### config.mk
export PLATFORM = sky130hd
export DESIGN_NAME = note_tone_gen
export DESIGN_NICKNAME = d
export VERILOG_FILES = /design/src/rtl/note_tone_gen.sv
export SDC_FILE = /design/constraint.sdc
export NUM_CORES = 1
export LEC_CHECK = 0
export BUFFER_PORTS_ARGS = -buffer_cell sky130_fd_sc_hd__buf_4
export CORE_AREA = 4 4 143 145
export DETAILED_ROUTE_END_ITERATION = 12
export DIE_AREA = 0 0 147 149
export GPL_TIMING_DRIVEN = 0
export PLACE_DENSITY = 0.5
export SYNTH_ARGS = -nofsm -noshare
export SYNTH_HDL_FRONTEND = slang
export SYNTH_SLANG_ARGS = --single-unit
### constraint.sdc
create_clock -name clk -period 3.96 [get_ports clk]
set_input_delay 1.188 -clock clk [delete_from_list [all_inputs] [get_ports clk]]
set_output_delay 1.188 -clock clk [all_outputs]
set_load 0.1 [all_outputs]
### src/rtl/note_tone_gen.sv
// ----------------------------------------------------------------------------
// note_tone_gen
//
// Turns a semitone index from the music ROM into a square wave on `speaker`.
// A new note is decomposed into octave/semitone by repeated subtraction of 12.
// Each subtraction takes one DIV cycle, and a single LOAD cycle then latches
// the half-period. PLAY toggles the speaker every `half` cycles.
//
// Ports
//   clk           in   1  system clock, all logic on its rising edge
//   reset         in   1  synchronous, active-high reset
//   note          in   8  semitone index, 0 = rest
//   enable        in   1  play enable, 0 = mute
//   speaker       out  1  registered square-wave output
//   busy          out  1  high while a note is being decoded (DIV or LOAD)
//   playing       out  1  high in PLAY
//   out_of_range  out  1  registered, high when the held note's octave > 7
// ----------------------------------------------------------------------------
module note_tone_gen #(
    parameter int unsigned CLK_HZ = 100000000
) (
    input  logic       clk,
    input  logic       reset,
    input  logic [7:0] note,
    input  logic       enable,
    output logic       speaker,
    output logic       busy,
    output logic       playing,
    output logic       out_of_range
);

    typedef enum logic [1:0] {
        ST_IDLE = 2'd0,
        ST_DIV  = 2'd1,
        ST_LOAD = 2'd2,
        ST_PLAY = 2'd3
    } state_e;

    // Octave-0 half-period in clock cycles for semitone k (C = 0 .. B = 11).
    // A0 (k = 9) is 27.5 Hz. The ratio is 2^((k-9)/12), listed explicitly so
    // the table needs only basic real arithmetic at elaboration time.
    function automatic logic [21:0] base_period(input int k);
        real ratio;
        case (k)
            0:       ratio = 0.5946035575013605;
            1:       ratio = 0.6299605249474366;
            2:       ratio = 0.6674199270850172;
            3:       ratio = 0.7071067811865476;
            4:       ratio = 0.7491535384383408;
            5:       ratio = 0.7937005259840998;
            6:       ratio = 0.8408964152537145;
            7:       ratio = 0.8908987181403393;
            8:       ratio = 0.9438743126816935;
            9:       ratio = 1.0;
            10:      ratio = 1.0594630943592953;
            11:      ratio = 1.1224620483093730;
            default: ratio = 0.0;
        endcase
        if (ratio == 0.0)
            return 22'd0;
        return 22'($rtoi(real'(CLK_HZ) / (55.0 * ratio) + 0.5));
    endfunction

    // Padded to 16 entries so the 4-bit remainder indexes it directly.
    // Entries 12..15 are unreachable because LOAD always sees rem < 12.
    localparam logic [21:0] BASE_TABLE [0:15] = '{
        base_period(0),  base_period(1),  base_period(2),  base_period(3),
        base_period(4),  base_period(5),  base_period(6),  base_period(7),
        base_period(8),  base_period(9),  base_period(10), base_period(11),
        22'd0,           22'd0,           22'd0,           22'd0
    };

    state_e      state_q,    state_d;
    logic [7:0]  cur_note_q, cur_note_d;
    logic [7:0]  rem_q,      rem_d;
    logic [4:0]  oct_q,      oct_d;       // up to 21 for note 255
    logic [21:0] counter_q,  counter_d;
    logic [21:0] half_q,     half_d;
    logic        speaker_q,  speaker_d;
    logic        oor_q,      oor_d;

    logic [21:0] base_sel;
    logic [21:0] half_m1;
    logic        octave_high;

    assign base_sel    = BASE_TABLE[rem_q[3:0]];
    assign half_m1     = half_q - 22'd1;
    assign octave_high = (oct_q > 5'd7);

    // ------------------------------------------------------------------
    // State and datapath registers
    // ------------------------------------------------------------------
    // NOTE: sequential state uses non-blocking assignments so every register
    // samples the pre-edge values, whatever order the statements are in.
    always_ff @(posedge clk) begin
        if (reset) begin
            state_q    <= ST_IDLE;
            cur_note_q <= '0;
            rem_q      <= '0;
            oct_q      <= '0;
            counter_q  <= '0;
            half_q     <= '0;
            speaker_q  <= 1'b0;
            oor_q      <= 1'b0;
        end else begin
            state_q    <= state_d;
            cur_note_q <= cur_note_d;
            rem_q      <= rem_d;
            oct_q      <= oct_d;
            counter_q  <= counter_d;
            half_q     <= half_d;
            speaker_q  <= speaker_d;
            oor_q      <= oor_d;
        end
    end

    // ------------------------------------------------------------------
    // Next-state logic
    // Priority: mute > retrigger on a note change > normal state behaviour.
    // A retrigger in DIV/LOAD abandons the decode before LOAD can write
    // half, so a stale half-period never reaches PLAY.
    // ------------------------------------------------------------------
    always_comb begin
        // NOTE: every _d defaults to its _q first, so no path through this
        // block leaves a variable unassigned and no latch is inferred.
        state_d    = state_q;
        cur_note_d = cur_note_q;
        rem_d      = rem_q;
        oct_d      = oct_q;
        counter_d  = counter_q;
        half_d     = half_q;
        speaker_d  = speaker_q;
        oor_d      = oor_q;

        if (!enable) begin
            // Clearing cur_note makes the next enable with a nonzero note
            // a full retrigger. out_of_range keeps its last value.
            state_d    = ST_IDLE;
            cur_note_d = '0;
            counter_d  = '0;
            speaker_d  = 1'b0;
        end else if (note != cur_note_q) begin
            state_d    = ST_DIV;
            cur_note_d = note;
            rem_d      = note;
            oct_d      = '0;
            counter_d  = '0;
            speaker_d  = 1'b0;
        end else begin
            unique case (state_q)
                ST_IDLE: begin
                    counter_d = '0;
                    speaker_d = 1'b0;
                end
                ST_DIV: begin
                    if (rem_q >= 8'd12) begin
                        rem_d = rem_q - 8'd12;
                        oct_d = oct_q + 5'd1;
                    end else begin
                        state_d = ST_LOAD;
                    end
                end
                ST_LOAD: begin
                    half_d  = base_sel >> oct_q;
                    oor_d   = octave_high;
                    state_d = ((cur_note_q == 8'd0) || octave_high) ? ST_IDLE : ST_PLAY;
                end
                ST_PLAY: begin
                    // Toggling when counter reaches half-1 places the first
                    // rising edge exactly `half` cycles after PLAY entry.
                    if (counter_q == half_m1) begin
                        counter_d = '0;
                        speaker_d = ~speaker_q;
                    end else begin
                        counter_d = counter_q + 22'd1;
                    end
                end
                default: state_d = ST_IDLE;
            endcase
        end
    end

    // ------------------------------------------------------------------
    // Output decode from registered state
    // ------------------------------------------------------------------
    always_comb begin
        busy    = (state_q == ST_DIV) || (state_q == ST_LOAD);
        playing = (state_q == ST_PLAY);
    end

    assign speaker      = speaker_q;
    assign out_of_range = oor_q;

endmodule

---- Yosys cells after proc, flatten, opt, wreduce, memory -nomap -nowiden ----
Memory sizes are Yosys's and may differ from the RTL's.
Cells that the tools add are included.
cells by class
  multiplexer cells ....................... 16
  multipliers ............................. 0
  reductions and logical operators ........ 16
  equal/unequal tests ..................... 8
  $add $sub $neg .......................... 4
  bitwise operators ....................... 4
  order comparisons ....................... 3
  divide/modulo/power cells ............... 0
  shift operators ......................... 1
operators with widths
  operator                                                                             count
  22-bit two-way mux                                                                   3
  22-bit case mux with 2 select lines                                                  1
  8-bit two-way mux                                                                    3
  22-bit by 1-bit adder with 22-bit output, second input constant                      1
  22-bit equality test                                                                 1
  22-bit by 5-bit right shift with 22-bit output                                       1
  22-bit by 1-bit subtractor with 22-bit output, second input constant                 1
  5-bit two-way mux                                                                    3
  8-bit by 4-bit greater-or-equal comparator with 1-bit output, second input constant  1
  8-bit logical NOT                                                                    1
  8-bit != test                                                                        1
  2-bit nonzero test                                                                   4
  8-bit by 4-bit subtractor with 8-bit output, second input constant                   1
  2-bit AND reduction                                                                  3
  3-bit AND reduction                                                                  2
  5-bit by 1-bit adder with 5-bit output, second input constant                        1
  5-bit greater-or-equal comparator, second input constant                             1
  5-bit by 3-bit greater-than comparator with 1-bit output, second input constant      1
  4-bit inverter with 5-bit output                                                     1
  2-bit equality test, second input constant                                           2
  2-bit two-way mux                                                                    2
  2-bit case mux with 2 select lines                                                   1
  3-bit != test, second input constant                                                 1
  1-bit inverter                                                                       3
  other kinds (10)                                                                     12
word-level totals
  memory bits (read-only) ................. 352
  register bits ........................... 69
  memories kept ........................... 1
  bits in writable memories ............... 0
  bits in latches ......................... 0
  word-level logic and storage cells ...... 62
memory list
  name              depth  width  read ports  clocked after memory_dff  write ports  RTL line  text
  (name not given)  16     22     1           0                         0            86        assign base_sel = BASE_TABLE[rem_q[3:0]];

---- Logic depth before layout (Yosys ltp) ----
  word-level depth ........................ 5
  gate-level depth with buffers ........... 12

---- Worst setup path after synthesis ----
OpenSTA, ideal clock, no wires.
  kind .................................... reg2reg
  from .................................... register rem_q[1]
  to ...................................... register half_q[1]
  period minus slack after synthesis ...... 2.884 ns
  stages on the path, launching flop included .. 12
  arrival time ............................ 2.788 ns
  slack ................................... 1.076 ns
  buffers on the path ..................... 2
  cell sequence ........................... dfxtp_1 clkbuf_1 inv_1 ha_1 clkbuf_1 nand2b_1 and3_1 o32ai_1 inv_1 mux4_2 o22a_1 a221oi_1
between the ends
  word-level cells in the longest chain between the ends .. 5
RTL lines
  what                                                    RTL line  text
  start, declared                                         75        logic [7:0] rem_q, rem_d;
  start signal, assigned                                  108       rem_q <= rem_d;
  4-bit inverter with 5-bit output (implied by the code)  86
  memory 16 x 22 bit                                      --
  22-bit two-way mux (implied by the code) (2 in series)  86
  22-bit by 5-bit right shift with 22-bit output          164       half_d = base_sel >> oct_q;
  end signal, assigned                                    111       half_q <= half_d;
  end, declared                                           78        logic [21:0] half_q, half_d;
Every way passes these cells. The select of a mux whose other input is x is not followed.
A chain may end at the register's enable or synchronous reset.

---- Final worst setup path ----
Ends and elaborated chain as after synthesis.

==> flow_metrics.tcl <==
set metrics [dict create \
    status "finished clean" \
    rr_endpoint "half_q[1]" \
    coreArea_um2 19200 \
    pin_count 15 \
    grt_use_total_pct 16.1 \
    dominantRegCellSynth "dfxtp_1" \
    final_cell_area_um2 6380 \
    criticalPathCategory "reg2reg" \
    die_y_um 149 \
    dieArea_um2 21900 \
    syn_inst 771 \
    layout_commonest_cell "nand2_1" \
    synthArstFlopShare_pct 0 \
    finalMaxSlewViolations 0 \
    p_per_area_nw_per_um2 280 \
    rr_worst_depth 10 \
    routed_wl_mm 17.6 \
    globalRouteOverflowTotal 0 \
    post-cts-setup-buffers 0 \
    rsz0062_at_grt "no" \
    drc 0 \
    worst_slew_pin_slew_ps 714 \
    area_growth_pct 12.9 \
    layout.cells.non_filler 1066 \
    cts_buffers 9 \
    dr.pass1.iters 6 \
    place_ws_ps 420 \
    rows 51 \
    ant_nets 0 \
    grt_pass1_vias 5398 \
    nets 820 \
    hold_class "reg2reg" \
    synth-edff-count 0 \
    place_congestion 0.876 \
    synth_area_leader_cell "dfxtp_1" \
    avgViaCountPerCell 5.48 \
    regToRegSetupSlack_ps 390 \
    r2r-start "rem_q[1]" \
    grt_pass1_wl_mm 29.0 \
    relSlewSlack_pct 51.8 \
    critPathMaxFanout 10 \
    synth_top_area_share_pct 24.4 \
    dp.cells 1050 \
    wl_per_cell_um 16.5 \
    cts_tree "built" \
    worst_hold_slack_ps 467 \
    start_util_pct 29.4 \
    synth.distinct_cells 73 \
    crit_end "half_q[1]" \
    clockBufferDepth 2 \
    fin_crit_sh_pct 90.1 \
    synth_simple_gate_area_share_pct 30.1 \
    finClkSkew_ps 8.32 \
    cp.required_ps 4200 \
    syn-mean-instance-area_um2 7.33 \
    drive_above_1_share_pct 6.99 \
    hpwl_mm 13.6 \
    setup-tns-final_ps 0 \
    startpoint "rem_q[1]" \
    synthTopCellsByArea "dfxtp_1 (24%), mux2i_1 (6.2%), nand2_1 (5.2%)" \
    synth_compound_area_share_pct 22.5 \
    fp.dieW_um 147 \
    critPathLaunchType "flip-flop" \
    synth_xor_area_share_pct 5.89 \
    io_buffers 14 \
    antenna_found_initial 0 \
    worst_slack_ps 390 \
    htree_levels 3 \
    grt_max_degree 13 \
    crit_arrival_ps 3810 \
    hold_viol_final 0 \
    yosysWarnings 0 \
    crit_path_end_kind "flip-flop" \
    post_dp_cell_area_um2 6090 \
    drt_iter0_markers 617 \
    syn-cell-area_um2 5650 \
    muxShareOfSynthArea_pct 8.59 \
    setup_viol 0 \
    cts_hold_buf 0 \
    path_clk_slew_ps 60 \
    utilization_pct 33.2 \
    ys_ff_latch 69 \
    ir_worst_vdd_uv 212 \
    fillCellCount 2050 \
    diodes 0 \
    synth_fp_nets 795 \
    synthAdderAreaFrac_pct 3.05 \
    seq_area_frac_synth_pct 24.4 \
    layout_common_cells "nand2_1 (78), nor2_1 (72), dfxtp_1 (69)" \
    fin_crit_ps 3570 \
    p_leak_nw 2.21 \
    total_power_mw 1.79 \
    post_cts_resized 0 \
    via_count 5837 \
    clk_latency_ps 340 \
    max_cap_viol_count 0 \
    synth_top_family_by_area "simple AND/OR/NAND/NOR gates" \
    clockRootBuffer "clkbuf_16" \
    clock_sinks 69 \
    fmax_mhz 280 \
]
## cells in the mapped netlist, drive strengths merged, types with 3 or more instances
| master | count |
|---|---|
| mux2 | 6 |
| nor2b | 14 |
| o32ai | 3 |
| o22ai | 9 |
| a21boi | 3 |
| a32oi | 3 |
| and2 | 19 |
| mux2i | 35 |
| xnor2 | 29 |
| ha | 13 |
| and3 | 8 |
| a221oi | 3 |
| o21ai | 45 |
| a21oi | 48 |
| or3 | 3 |
| o221ai | 3 |
| mux4 | 3 |
| nand2b | 19 |
| xor2 | 9 |
| a31oi | 17 |
| a22oi | 9 |
| dfxtp | 69 |
| o31ai | 3 |
| nor4 | 12 |
| a211oi | 14 |
| nand2 | 78 |
| inv | 21 |
| and4 | 3 |
| o211ai | 4 |
| nor2 | 72 |
| nand4 | 17 |
| o21a | 4 |
| buf | 15 |
| nor3b | 4 |
| nor3 | 31 |
| clkbuf | 42 |
| or4b | 3 |
| nand3b | 11 |
| nand3 | 32 |
## power breakdown
part           switching, mW  total, mW  leakage (nW)  internal [mW]
clock network          0.313      0.803         0.140          0.490
logic                  0.172      0.274          1.51          0.102
registers            0.00998      0.713         0.559          0.703
total                  0.495       1.79          2.21           1.30
## cell families after synthesis
| kind of cell | after synthesis |
|---|---|
| AO/OA/AOI/OAI | 195 |
| XOR/XNOR | 38 |
| adder cells (fa/ha/maj) | 14 |
| buffers and inverters | 80 |
| flip-flops | 69 |
| multiplexers | 44 |
| AND/OR/NAND/NOR | 331 |
## worst min path at each step
stage,from,endpoint,cells after the start
floorplan,half_q[21],half_q[21],2
global placement,half_q[21],half_q[21],2
detailed placement,half_q[21],half_q[21],2
CTS,half_q[21],half_q[21],2
global route,half_q[21],half_q[21],2
finish,half_q[21],half_q[21],2
## layout make-up
class / instances / area, µm² / share of cell area (%)
Clock buffer: 11 / 233 / 3.65
Sequential cell: 69 / 1380 / 21.6
Clock inverter: 5 / 60.1 / 0.941
Multi-Input combinational cell: 622 / 3960 / 62.1
Tap cell: 265 / 332 / 5.19
Timing Repair Buffer: 14 / 105 / 1.65
Buffer: 57 / 225 / 3.53
Inverter: 23 / 86.3 / 1.35
## state kept, by name (all words and copies together), names as in the netlist
name,cells
counter_q,22
half_q,22
cur_note_q,8
rem_q,8
oct_q,5
state_q,2
out_of_range,1
speaker,1
## worst max-delay path: stages (launching register included)
cell	delay, ps
dfxtp_1	390
clkbuf_1	350
inv_1	190
ha_1	340
clkbuf_1	360
inv_1	130
a221oi_1	570
mux2i_1	150
mux4_2	520
o22a_1	250
a221oi_1	230
## per-layer routing
| layer | routed length, µm | up-vias | GRT usage [%] |
|---|---|---|---|
| met5 | 0 | - | 0 |
| met4 | 346 | 0 | 4.75 |
| met3 | 837 | 34 | 2.16 |
| met2 | 8100 | 195 | 26.6 |
| met1 | 8290 | 2753 | 22.1 |
| li1 | - | 2855 | - |
Power figures use the tool's default switching activity.
